### config.mk
export PLATFORM = sky130hd
export DESIGN_NAME = mem_access_ctrl
export DESIGN_NICKNAME = d
export VERILOG_FILES = /design/src/rtl/mem_access_ctrl_pkg.sv /design/src/rtl/mem_access_ctrl_store_lane_fmt.sv /design/src/rtl/mem_access_ctrl.sv
export SDC_FILE = /design/constraint.sdc
export NUM_CORES = 1
export LEC_CHECK = 0
export ABC_AREA = 1
export CAP_MARGIN = 10
export CORE_ASPECT_RATIO = 0.7
export CORE_MARGIN = 2
export CORE_UTILIZATION = 50
export DETAILED_ROUTE_END_ITERATION = 10
export PLACE_DENSITY = 0.78
export SLEW_MARGIN = 20
export SYNTH_ARGS = -nofsm -noshare
export SYNTH_HDL_FRONTEND = slang
export SYNTH_SLANG_ARGS = --single-unit
### constraint.sdc
create_clock -name clk -period 2.43 [get_ports clk]
set_clock_uncertainty 0.1 [all_clocks]
set_input_delay 0.486 -clock clk [delete_from_list [all_inputs] [get_ports clk]]
set_output_delay 0.486 -clock clk [all_outputs]
set_load 0.005 [all_outputs]
### src/rtl/mem_access_ctrl_pkg.sv
// Shared opcodes, FSM state type and access-classification helpers for the
// CPU data-memory access controller.
package mem_access_ctrl_pkg;

  // MIPS load/store primary opcodes
  localparam logic [5:0] OPCODE_LB  = 6'h20;
  localparam logic [5:0] OPCODE_LH  = 6'h21;
  localparam logic [5:0] OPCODE_LWL = 6'h22;
  localparam logic [5:0] OPCODE_LW  = 6'h23;
  localparam logic [5:0] OPCODE_LBU = 6'h24;
  localparam logic [5:0] OPCODE_LHU = 6'h25;
  localparam logic [5:0] OPCODE_LWR = 6'h26;
  localparam logic [5:0] OPCODE_SB  = 6'h28;
  localparam logic [5:0] OPCODE_SH  = 6'h29;
  localparam logic [5:0] OPCODE_SW  = 6'h2B;

  typedef enum logic [1:0] {
    ST_IDLE  = 2'd0,
    ST_READ  = 2'd1,
    ST_WRITE = 2'd2,
    ST_DONE  = 2'd3
  } mac_state_t;

  function automatic logic is_load(input logic [5:0] op);
    return op inside {OPCODE_LB, OPCODE_LBU, OPCODE_LH, OPCODE_LHU,
                      OPCODE_LW, OPCODE_LWL, OPCODE_LWR};
  endfunction

  function automatic logic is_store(input logic [5:0] op);
    return op inside {OPCODE_SB, OPCODE_SH, OPCODE_SW};
  endfunction

  // Word accesses need lsb==0, halfword accesses an even address;
  // byte and LWL/LWR accesses can never fault.
  function automatic logic is_misaligned(input logic [5:0] op, input logic [1:0] lsb);
    case (op)
      OPCODE_LW, OPCODE_SW:               return lsb != 2'b00;
      OPCODE_LH, OPCODE_LHU, OPCODE_SH:   return lsb[0];
      default:                            return 1'b0;
    endcase
  endfunction

  // Byte lanes read for each load flavour at byte offset lsb.
  function automatic logic [3:0] load_lanes(input logic [5:0] op, input logic [1:0] lsb);
    case (op)
      OPCODE_LB, OPCODE_LBU: return 4'b0001 << lsb;
      OPCODE_LH, OPCODE_LHU: return lsb[1] ? 4'b1100 : 4'b0011;
      OPCODE_LW:             return 4'b1111;
      OPCODE_LWL:            return 4'b1111 >> lsb;
      OPCODE_LWR:            return 4'b1111 << (2'd3 - lsb);
      default:               return 4'b0000;
    endcase
  endfunction

endpackage

### src/rtl/mem_access_ctrl_store_lane_fmt.sv
// Store formatter: picks byte lanes and replicates rt across the data bus so
// the addressed lane always carries the right bytes.
module store_lane_fmt
  import mem_access_ctrl_pkg::*;
(
  input  logic [5:0]  i_opcode,
  input  logic [1:0]  i_lsb,
  input  logic [31:0] i_rt,
  output logic [3:0]  o_byteenable,
  output logic [31:0] o_writedata
);

  // Lane select and data replication per store width
  always_comb begin
    // NOTE: every output of a combinational block gets a default first so no
    // path through the case leaves it unassigned and infers a latch.
    o_byteenable = 4'b0000;
    o_writedata  = 32'd0;
    case (i_opcode)
      OPCODE_SB: begin
        o_byteenable = 4'b0001 << i_lsb;
        o_writedata  = {4{i_rt[7:0]}};
      end
      OPCODE_SH: begin
        o_byteenable = i_lsb[1] ? 4'b1100 : 4'b0011;
        o_writedata  = {2{i_rt[15:0]}};
      end
      OPCODE_SW: begin
        o_byteenable = 4'b1111;
        o_writedata  = i_rt;
      end
      default: ;
    endcase
  end

endmodule

### src/rtl/mem_access_ctrl.sv
// Data-memory access controller: runs one CPU load/store at a time on an
// Avalon-style bus, waits out waitrequest, and returns merged/extended load
// data with a one-cycle done pulse.
module mem_access_ctrl
  import mem_access_ctrl_pkg::*;
#(
  parameter int unsigned TIMEOUT = 0
) (
  input  logic        clk,
  input  logic        reset_n,
  input  logic        req_valid,
  input  logic [5:0]  req_opcode,
  input  logic [31:0] req_addr,
  input  logic [31:0] req_rt,
  output logic        busy,
  output logic        done,
  output logic [31:0] load_data,
  output logic        err_misalign,
  output logic        err_timeout,
  output logic [31:0] address,
  output logic        read,
  output logic        write,
  output logic [3:0]  byteenable,
  output logic [31:0] writedata,
  input  logic        waitrequest,
  input  logic [31:0] readdata
);

  localparam logic        TMO_EN   = (TIMEOUT != 0);
  localparam logic [31:0] TMO_LAST = TIMEOUT - 32'd1;

  mac_state_t  r_state, w_next;
  logic        w_accept, w_err_mis, w_err_tmo, w_bus_ok;

  logic [5:0]  r_opcode;
  logic [1:0]  r_lsb;
  logic [31:0] r_rt, r_rdata, r_load_data;
  logic [31:0] r_addr, r_wd;
  logic [3:0]  r_be;
  logic        r_read, r_write, r_busy, r_done, r_err_mis, r_err_tmo, r_rd_ok;
  logic [31:0] r_tmo_cnt;

  logic [3:0]  w_st_be;
  logic [31:0] w_st_wd, w_merged;
  logic [7:0]  w_byte;
  logic [15:0] w_half;
  logic        w_deliver;

  store_lane_fmt u_store_lane_fmt (
    .i_opcode     (req_opcode),
    .i_lsb        (req_addr[1:0]),
    .i_rt         (req_rt),
    .o_byteenable (w_st_be),
    .o_writedata  (w_st_wd)
  );

  // State register
  always_ff @(posedge clk or negedge reset_n) begin
    // NOTE: clocked state uses non-blocking assignment so every register
    // samples pre-edge values regardless of statement order.
    if (!reset_n) r_state <= ST_IDLE;
    else          r_state <= w_next;
  end

  // Next-state decode and per-transition control strobes
  always_comb begin
    w_next    = r_state;
    w_accept  = 1'b0;
    w_err_mis = 1'b0;
    w_err_tmo = 1'b0;
    w_bus_ok  = 1'b0;
    case (r_state)
      ST_IDLE: begin
        if (req_valid) begin
          w_accept = 1'b1;
          if (!is_load(req_opcode) && !is_store(req_opcode)) begin
            w_next = ST_DONE;
          end else if (is_misaligned(req_opcode, req_addr[1:0])) begin
            w_next    = ST_DONE;
            w_err_mis = 1'b1;
          end else if (is_load(req_opcode)) begin
            w_next = ST_READ;
          end else begin
            w_next = ST_WRITE;
          end
        end
      end
      ST_READ, ST_WRITE: begin
        if (!waitrequest) begin
          w_next   = ST_DONE;
          w_bus_ok = 1'b1;
        end else if (TMO_EN && (r_tmo_cnt == TMO_LAST)) begin
          w_next    = ST_DONE;
          w_err_tmo = 1'b1;
        end
      end
      ST_DONE: w_next = ST_IDLE;
      default: w_next = ST_IDLE;
    endcase
  end

  // Request capture, bus drive, timeout counter and status flags
  always_ff @(posedge clk or negedge reset_n) begin
    if (!reset_n) begin
      r_opcode    <= 6'd0;
      r_lsb       <= 2'd0;
      r_rt        <= 32'd0;
      r_rdata     <= 32'd0;
      r_load_data <= 32'd0;
      r_addr      <= 32'd0;
      r_wd        <= 32'd0;
      r_be        <= 4'd0;
      r_read      <= 1'b0;
      r_write     <= 1'b0;
      r_busy      <= 1'b0;
      r_done      <= 1'b0;
      r_err_mis   <= 1'b0;
      r_err_tmo   <= 1'b0;
      r_rd_ok     <= 1'b0;
      r_tmo_cnt   <= 32'd0;
    end else begin
      r_busy    <= (w_next != ST_IDLE);
      r_done    <= (w_next == ST_DONE);
      r_err_mis <= w_err_mis;
      r_err_tmo <= w_err_tmo;
      r_rd_ok   <= w_bus_ok && (r_state == ST_READ);

      if (w_accept) begin
        r_opcode <= req_opcode;
        r_lsb    <= req_addr[1:0];
        r_rt     <= req_rt;
      end

      // Bus outputs move only when a cycle is issued or when DONE is entered
      if (w_accept && (w_next == ST_READ)) begin
        r_read <= 1'b1;
        r_addr <= {req_addr[31:2], 2'b00};
        r_be   <= load_lanes(req_opcode, req_addr[1:0]);
      end else if (w_accept && (w_next == ST_WRITE)) begin
        r_write <= 1'b1;
        r_addr  <= {req_addr[31:2], 2'b00};
        r_be    <= w_st_be;
        r_wd    <= w_st_wd;
      end else if (w_next == ST_DONE) begin
        r_read  <= 1'b0;
        r_write <= 1'b0;
      end

      if (w_accept) begin
        r_tmo_cnt <= 32'd0;
      end else if (((r_state == ST_READ) || (r_state == ST_WRITE)) && waitrequest) begin
        r_tmo_cnt <= r_tmo_cnt + 32'd1;
      end

      if ((r_state == ST_READ) && !waitrequest) r_rdata <= readdata;

      if (w_deliver) r_load_data <= w_merged;
    end
  end

  // Lane extraction, sign/zero extension and LWL/LWR merge with rt
  always_comb begin
    w_byte   = r_rdata[{r_lsb, 3'b000} +: 8];
    w_half   = r_lsb[1] ? r_rdata[31:16] : r_rdata[15:0];
    w_merged = r_rdata;
    case (r_opcode)
      OPCODE_LB:  w_merged = {{24{w_byte[7]}}, w_byte};
      OPCODE_LBU: w_merged = {24'd0, w_byte};
      OPCODE_LH:  w_merged = {{16{w_half[15]}}, w_half};
      OPCODE_LHU: w_merged = {16'd0, w_half};
      // Lanes that were read come from memory in place; the rest keep rt
      OPCODE_LWL, OPCODE_LWR: begin
        for (int i = 0; i < 4; i++) begin
          w_merged[8*i +: 8] = r_be[i] ? r_rdata[8*i +: 8] : r_rt[8*i +: 8];
        end
      end
      default: w_merged = r_rdata;
    endcase
  end

  // Fresh load result is shown during its done cycle, then held
  assign w_deliver    = (r_state == ST_DONE) && r_rd_ok;
  assign load_data    = w_deliver ? w_merged : r_load_data;
  assign busy         = r_busy;
  assign done         = r_done;
  assign err_misalign = r_err_mis;
  assign err_timeout  = r_err_tmo;
  assign address      = r_addr;
  assign read         = r_read;
  assign write        = r_write;
  assign byteenable   = r_be;
  assign writedata    = r_wd;

endmodule
==> metrics.txt <==
Net Sw Frac=0.390; ys async rst share=1.00; clock power share=0.185; Slowest cell on crit path=dfrtp_1; crit-path cells=inv_1 > nand2_2 > nor3_2 > buf_4 > nand2_4 > nand2_8 > buf_4 > nor2_1 > o21ai_2 > nand2_1 > buf_4 > buf_4 > buf_4 > buf_4 > buf_4 > buf_4 > buf_4 > buf_4 > buf_4 > buf_4 > buf_4; die area=~19,000 µm²; CP required=around 2.7 ns; Cell variety after synth=41; GRT Total Usage=0.354; Synthesis Warnings=0; routed via count=between 10,000 and 15,000; Seq pwr share=0.309; pin count of the biggest net entering global routing=81; Initial Utilization=0.511; vias per inst=approximately 5.8; Crit path arrival time=3.47 ns; clk buf depth=2; Min-Delay Endpoint=writedata[14]; initial antenna violation count=0; die width=162 µm; Synth Register Bits=178; Ports=between 200 and 250; total congestion overflow=0; area leader, netlist=dfrtp_1; Antenna Nets Post-Route=0; Max Fclk=between 0.3 and 0.4 GHz; Final WS setup=-0.799 ns; failing checks=setup timing; Syn Area/Cell=8.18 µm²; post-DP HPWL=roughly 20 mm; WL/cell=20.9 µm; CORE AREA=17,200 µm²; wirelength, routed=between 30 and 40 mm; R2R Path Start=r_opcode[4]; Worst setup SP type=register; Core Util, Final=0.812; area grow syn2layout=59.1%; die height=~110 µm; net switching power=6.46 mW; RSZ-0062 raised after global routing=yes; leakage=6.84 nW; Logic pwr share=0.506; Final Setup Violations=41; first-pass GRT wire length=50.8 mm; DR DRC count=0; minimum clock period=3.23 ns; DR iter-0 viols=1,469; # diodes=0; total power draw=roughly 17 mW; CTS tree=done; critical setup path kind=reg -> reg; Hold Path Stages=2; Mapped Cells=1,072; clk sinks=178; Max IR drop VDD=664 µV; Int Pwr=10.1 mW; Hold Path Class=reg -> reg; Worst setup EP type=register; Reg2Reg Setup Slack=-0.80 ns; Final Cycle Share=1.33; layout cells sized above 1=0.308; H-tree levels=4; Synth Flop Type=dfrtp_1; Max Slew Vio Count=0; number of synthesized flops with an enable pin=0; clk root buf=clkbuf_16; worst hold start=writedata[14]; Yosys top cell area share=0.508; FP Rows=40; Max-Slew Margin vs Limit=0.514; crit-path most repeated cell=buf_4; final net count=roughly 1,600; register area share after synthesis=0.508; vias in the first global route=9,616; worst slew pin tran=0.730 ns; Fin Hold WS=0.388 ns; worst-skew pair later-pin latency=0.45 ns; Placement Cell Area=11,800 µm²; max-cap violations=0; IO Port Bufs=208; synthesized area=8770 µm²; DRT Pass-1 Iters=6; top-count cell post-synth=nand2_1; CP max FO=8; CP peak stage delay=around 0.38 ns; Final Hold Viols=0; FF-to-FF End=r_load_data[26]; GPL Wtd Cong=0.957; total CTS buffers=17; synth top area cells=dfrtp_1 51%, nand2_1 15%, o21ai_0 7.9%; Worst-path clk slew=0.07 ns; top cells by count, synth=353 x nand2_1, 178 x dfrtp_1, 139 x o21ai_0, 84 x inv_1, 53 x nor2_1; PwrDens=about 1200 nW/µm²; Worst R2R Path Depth=21; status=finished, violations left; TNS Setup=-22.88 ns; post-layout instance area=13,900 µm²
-- layout by cell type, fill, tap and decap left out, types with 6 or more instances in the layout --
| cell | n |
|---|---|
| o21ai_2 | 20 |
| buf_4 | 170 |
| nand2_1 | 332 |
| inv_2 | 13 |
| nand3_1 | 22 |
| nand2_2 | 16 |
| a21oi_1 | 29 |
| nand2_4 | 13 |
| nor3_2 | 7 |
| buf_6 | 51 |
| clkbuf_16 | 18 |
| nor2_1 | 50 |
| inv_1 | 76 |
| o22ai_1 | 20 |
| dfrtp_1 | 176 |
| clkdlybuf4s50_1 | 174 |
| buf_12 | 12 |
| nand3_2 | 32 |
| buf_2 | 29 |
| o21ai_1 | 16 |
| o21ai_0 | 103 |
| o211ai_1 | 6 |
| a21oi_2 | 18 |
| mux2_2 | 8 |
-- power by group through the flow --
stage                     Clock (mW)  Sequential (mW)  Combinational (mW)
after global routing            3.16             5.17                8.91
after CTS                       3.01             4.95                7.20
after detailed placement           0             4.93                5.93
final                           3.06             5.12                8.38
after global placement             0             4.92                5.79
after floorplan                    0             4.76                2.98
-- worst max path at each step --
stage	from	endpoint	slack, ns	cells after the start
finish	r_opcode[4]	r_load_data[26]	-0.80	21
detailed placement	r_lsb[1]	load_data[24]	-0.49	11
global route	r_opcode[4]	load_data[17]	-0.84	13
CTS	r_opcode[4]	load_data[23]	-0.55	13
global placement	r_lsb[1]	load_data[9]	-0.45	6
floorplan	r_opcode[4]	load_data[22]	0.12	10
-- cells by family after synthesis --
logic type      synth area share
other cells             0.000428
flops                      0.508
buf+inv                   0.0782
fa+ha+maj                0.00571
simple gates               0.248
compound gates             0.148
mux                       0.0114
-- flip-flops by register name (all words and copies together) (netlist names) --
signal        cells
r_rt             32
read              1
r_rdata          32
err_misalign      1
byteenable        4
r_load_data      32
done              1
r_state           2
address          30
busy              1
r_rd_ok           1
writedata        32
write             1
r_lsb             2
r_opcode          6
-- layer usage --
layer	wire length (µm)	global-route usage	up-vias
li1	-	-	4298
met3	4170	0.0887	202
met4	2030	0.150	0
met2	16100	0.557	795
met5	0	0	-
met1	13600	0.475	4763
-- metrics by stage --
step,worst slack (ns),std cells
after floorplan,0.123,1074
after global placement,-0.449,1567
after detailed placement,-0.490,1567
after CTS,-0.549,1719
after global routing,-0.840,1720
final,-0.799,1720
-- critical path: cells and delay by family (launching register included) --
| family | cells | cell delay (ns) |
|---|---|---|
| buf+inv | 14 | 1.86 |
| simple gates | 6 | 0.65 |
| compound gates | 1 | 0.15 |
| flops | 1 | 0.38 |
-- area by class of cell --
cell class | count | area, µm²
Clock buffer | 21 | 460
Clock inverter | 11 | 176
Fill cell | 986 | 3220
Inverter | 94 | 364
Multi-Input combinational cell | 743 | 4140
Sequential cell | 178 | 4460
Tap cell | 231 | 289
Timing Repair Buffer | 441 | 4050
Timing Repair inverter | 1 | 7.51
-- repair_timing --
action,4_1_cts,5_1_grt
hold buffers,1,0
resized for setup,244,110
buffers inserted,120,31
hold endpoints to repair,50,0
pin swaps,32,48
gates cloned,2,1
setup endpoints to repair,32,78
Note: power is estimated with default switching activity, not from simulation.
